`src/rtl/execute_out_fifo.sv`:
```
// In-order buffer between the LC3 execute stage and its writeback/memaccess consumers.
// Captures the execute_out bundle on push, presents the head through valid/ready.
module execute_out_fifo #(
  parameter int DATA_WIDTH     = 16,
  parameter int REG_ADDR_WIDTH = 3,
  parameter int DEPTH          = 4
) (
  input  logic                      clock,
  input  logic                      reset,
  input  logic                      enable_execute_out,
  input  logic [1:0]                W_Control_out,
  input  logic                      Mem_Control_out,
  input  logic [REG_ADDR_WIDTH-1:0] sr1,
  input  logic [REG_ADDR_WIDTH-1:0] sr2,
  input  logic [REG_ADDR_WIDTH-1:0] dr,
  input  logic [2:0]                NZP,
  input  logic [DATA_WIDTH-1:0]     aluout,
  input  logic [DATA_WIDTH-1:0]     pcout,
  input  logic [DATA_WIDTH-1:0]     M_Data,
  input  logic [DATA_WIDTH-1:0]     IR_Exec,
  input  logic                      flush,
  output logic                      in_ready,
  output logic                      out_valid,
  input  logic                      out_ready,
  output logic [1:0]                out_W_Control,
  output logic                      out_Mem_Control,
  output logic [REG_ADDR_WIDTH-1:0] out_sr1,
  output logic [REG_ADDR_WIDTH-1:0] out_sr2,
  output logic [REG_ADDR_WIDTH-1:0] out_dr,
  output logic [2:0]                out_NZP,
  output logic [DATA_WIDTH-1:0]     out_aluout,
  output logic [DATA_WIDTH-1:0]     out_pcout,
  output logic [DATA_WIDTH-1:0]     out_M_Data,
  output logic [DATA_WIDTH-1:0]     out_IR_Exec,
  output logic [$clog2(DEPTH):0]    count,
  output logic                      overflow
);

  localparam int PW = $clog2(DEPTH);
  localparam int CW = PW + 1;
  localparam logic [CW-1:0] FULL_CNT = CW'(DEPTH);

  typedef struct packed {
    logic [1:0]                w_control;
    logic                      mem_control;
    logic [REG_ADDR_WIDTH-1:0] sr1;
    logic [REG_ADDR_WIDTH-1:0] sr2;
    logic [REG_ADDR_WIDTH-1:0] dr;
    logic [2:0]                nzp;
    logic [DATA_WIDTH-1:0]     aluout;
    logic [DATA_WIDTH-1:0]     pcout;
    logic [DATA_WIDTH-1:0]     m_data;
    logic [DATA_WIDTH-1:0]     ir_exec;
  } entry_t;

  entry_t          mem_q [DEPTH];
  entry_t          wr_entry;
  entry_t          head;
  logic [PW-1:0]   wr_ptr_q, wr_ptr_d;
  logic [PW-1:0]   rd_ptr_q, rd_ptr_d;
  logic [CW-1:0]   count_q, count_d;
  logic            overflow_q, overflow_d;
  logic            full, push, pop;

  always_comb begin
    full      = (count_q == FULL_CNT);
    in_ready  = !full;
    out_valid = (count_q != '0);
    push      = enable_execute_out && !full;
    pop       = out_valid && out_ready;

    wr_entry.w_control   = W_Control_out;
    wr_entry.mem_control = Mem_Control_out;
    wr_entry.sr1         = sr1;
    wr_entry.sr2         = sr2;
    wr_entry.dr          = dr;
    wr_entry.nzp         = NZP;
    wr_entry.aluout      = aluout;
    wr_entry.pcout       = pcout;
    wr_entry.m_data      = M_Data;
    wr_entry.ir_exec     = IR_Exec;

    wr_ptr_d   = wr_ptr_q;
    rd_ptr_d   = rd_ptr_q;
    count_d    = count_q;
    // A push attempt while full is recorded even if a flush happens alongside.
    overflow_d = overflow_q | (enable_execute_out && full);

    if (flush) begin
      wr_ptr_d = '0;
      rd_ptr_d = '0;
      count_d  = '0;
    end else begin
      if (push) wr_ptr_d = wr_ptr_q + PW'(1);
      if (pop)  rd_ptr_d = rd_ptr_q + PW'(1);
      count_d = count_q + CW'(push) - CW'(pop);
    end
  end

  always_ff @(posedge clock) begin
    if (reset) begin
      wr_ptr_q   <= '0;
      rd_ptr_q   <= '0;
      count_q    <= '0;
      overflow_q <= 1'b0;
    end else begin
      wr_ptr_q   <= wr_ptr_d;
      rd_ptr_q   <= rd_ptr_d;
      count_q    <= count_d;
      overflow_q <= overflow_d;
    end
  end

  // Storage is deliberately left unreset; validity comes from count_q alone.
  always_ff @(posedge clock) begin
    if (!reset && !flush && push) mem_q[wr_ptr_q] <= wr_entry;
  end

  always_comb begin
    head            = out_valid ? mem_q[rd_ptr_q] : '0;
    out_W_Control   = head.w_control;
    out_Mem_Control = head.mem_control;
    out_sr1         = head.sr1;
    out_sr2         = head.sr2;
    out_dr          = head.dr;
    out_NZP         = head.nzp;
    out_aluout      = head.aluout;
    out_pcout       = head.pcout;
    out_M_Data      = head.m_data;
    out_IR_Exec     = head.ir_exec;
    count           = count_q;
    overflow        = overflow_q;
  end

endmodule

```
`config.mk`:
```
export PLATFORM = sky130hd
export DESIGN_NAME = execute_out_fifo
export DESIGN_NICKNAME = d
export VERILOG_FILES = /design/src/rtl/execute_out_fifo.sv
export SDC_FILE = /design/constraint.sdc
export NUM_CORES = 1
export LEC_CHECK = 0
export ABC_AREA = 1
export ABC_CLOCK_PERIOD_IN_PS = 15000
export CORE_ASPECT_RATIO = 0.75
export CORE_UTILIZATION = 40
export CTS_BUF_LIST = sky130_fd_sc_hd__clkbuf_2
export CTS_CLUSTER_DIAMETER = 120
export DETAILED_ROUTE_END_ITERATION = 16
export GPL_TIMING_DRIVEN = 0
export MAX_ROUTING_LAYER = met4
export SYNTH_ARGS = -nofsm -noshare
export SYNTH_HDL_FRONTEND = slang
export SYNTH_SLANG_ARGS = --single-unit
```
`constraint.sdc`:
```
create_clock -name clock -period 15 [get_ports clock]
set_clock_uncertainty 0.2 [all_clocks]
set_input_delay 4.5 -clock clock [delete_from_list [all_inputs] [get_ports clock]]
set_output_delay 4.5 -clock clock [all_outputs]
set_load 0.05 [all_outputs]
```
==> out/metrics.cfg <==
[sta]
slew_violations=0
final.min_clock_period_ns=8.02
setup_viol=0
hold_violations=0
worst_pin_slew_ns=0.727
timing.fmax_mhz=125
tns_ns=0
max-slew-margin-rel_pct=51.4
rsz0062_at_grt=no
fin_crit_sh_pct=53.5
hold_ws_ns=0.262

[critical_path]
cp-end-kind=output port
critical_path_class=reg2out
worst-path-max-fanout=10
critPathArrivalTime_ns=3.32
worstPathRequired_ns=10.30
startpoint_type=register
r2r_slack_ns=12.06

[routing]
drc=0
drt_wl_total_um=33500
ant_nets=0
drt-initial-drc-count=510
num_vias=9647
via_per_inst=4.61
dr.pass1.iters=7
wl_per_cell_um=16.0

[clock_tree]
numCtsBuffers=83
htree_levels=3
ctsHoldBuffers=0
clock_sinks=326
clk_pin_slew_ns=0.11
cts-resized-gates=0
post_cts_buffers=0
cts-root-buf=clkbuf_2
insertion_delay_ns=0.86
cts_tree=yes
cts_max_path_buffers=3

[placed_design]
portBuffers=168
placed_area_um2=16500
gp_congestion=0.738
post-dp-hpwl_um=21100

[global_routing]
overflow=0
grt_max_degree=27
grt_pass1_wl_um=51100
antenna_found_initial=1
track_usage_pct=19.8
grt_pass1_vias=9481

[floorplan]
rows=58
die_x_um=218
die_y_um=164
coreArea_um2=34000
io_pins=169
initial_core_util_pct=41.1
die_area_um2=35700

[logic_synthesis]
syn_area_um2=14000
seq_area_frac_synth_pct=69.4
ys_ff_latch=326
ys_warn_count=0
syn_area_per_cell_um2=10.6
synth_cell_types=17
synthesis.nets=1411
synthCells=1320

[power]
p_clk_share_pct=32.4
net-switching-power_uw=504
p_seq_share_pct=54.9
p_leak_nw=7.44
ir_worst_vdd_uv=46.2
switching_share_pct=27.4
comb_power_share_pct=12.7
power_mw=1.84
internal-power_mw=1.34
cellPowerDensity_nw_per_um2=107

[layout]
post-route-util_pct=50.8
nets=1676
layout-drive-gt1-share_pct=12.2
fin_area_um2=17200
area_growth_syn_to_layout_pct=23.5

[run_status]
status=finished, final reports clean

[worst_hold_path]
min_path_type=reg2reg

[flow_run]
cap_violations=0

[routing by layer]
metal | global-route usage [%] | vias to the layer above | wire length (µm)
li1 | - | 4760 | -
met1 | 26.3 | 4502 | 15400
met2 | 29.8 | 310 | 15300
met3 | 4.09 | 75 | 2060
met4 | 7.55 | 0 | 843
met5 | - | - | 0
[sequential cells by signal (all words and copies together), names as in the netlist, named ones only]
name      flops
wr_ptr_q      2
overflow      1
mem_q       316
count         3
rd_ptr_q      2
[power by group through the flow]
stage / Clock [mW] / Combinational (mW) / Sequential, mW
final: 0.597 / 0.234 / 1.01
after global routing: 0.665 / 0.249 / 1.01
after CTS: 0.623 / 0.236 / 1.01
after detailed placement: 0 / 0.235 / 1.03
after global placement: 0 / 0.230 / 1.04
after floorplan: 0 / 0.129 / 1.04
[cell usage in the layout (no fill, tap or decap), types with 6 or more instances in the layout]
cell / count
buf_2: 35
ha_1: 6
nand3_1: 163
edfxtp_1: 316
dfxtp_1: 10
clkbuf_2: 126
clkbuf_1: 8
clkinv_1: 11
clkdlybuf4s50_1: 168
buf_6: 13
nor2_1: 11
buf_12: 10
a21oi_1: 84
inv_1: 332
nand2_1: 328
[final timing paths]
kind                                from              end  cells past startpoint
worst min register to register  overflow         overflow                      2
worst max-delay path            count[1]  out_IR_Exec[14]                      6
worst max register to register  count[1]         count[2]                     12
worst min-delay path            overflow         overflow                      2
[worst max-delay path, stage by stage, from the launching register on]
cell and delay, ns:
dfxtp_1 0.45, nor2_1 0.11, nand2_1 0.24, inv_2 0.21, buf_2 0.26, a21oi_1 0.32
clkdlybuf4s50_1 0.88
[cell usage after synthesis]
master,number,area share [%]
a21boi_0,1,0.054
a21oi_1,84,3.0
buf_2,35,1.3
buf_4,4,0.22
buf_6,13,1.0
clkbuf_1,8,0.22
clkinv_2,1,0.036
dfxtp_1,10,1.4
edfxtp_1,316,68
fa_1,1,0.14
ha_1,6,0.54
inv_1,332,8.9
inv_2,2,0.054
nand2_1,328,8.8
nand3_1,163,5.8
nor2_1,15,0.40
o21ai_0,1,0.036
[stage by stage]
stage / std cells / setup WS [ns]
finish: 2092 / 6.98
global route: 2092 / 6.78
CTS: 2091 / 6.88
detailed placement: 1950 / 7.53
global placement: 1938 / 2.44
floorplan: 1320 / 5.99
[final cells by class]
cell class                      count  area, µm²
Antenna cell                        1       2.50
Buffer                             60        382
Clock buffer                      126        631
Clock inverter                     15        114
Fill cell                        3090      16700
Inverter                          335       1260
Multi-Input combinational cell    599       2660
Sequential cell                   326       9690
Tap cell                          450        563
Timing Repair Buffer              180       1940
[cell families (layout without fill, tap and decap cells)]
logic type	count (synthesis)	in the layout	synth area share (%)
AND/OR/NAND/NOR	506	506	15.1
adder cells (fa/ha/maj)	7	7	0.681
AO/OA/AOI/OAI	86	86	3.10
other	0	1	0
flip-flops	326	326	69.4
buffers and inverters	395	716	11.7
Power figures use the tool's default switching activity.
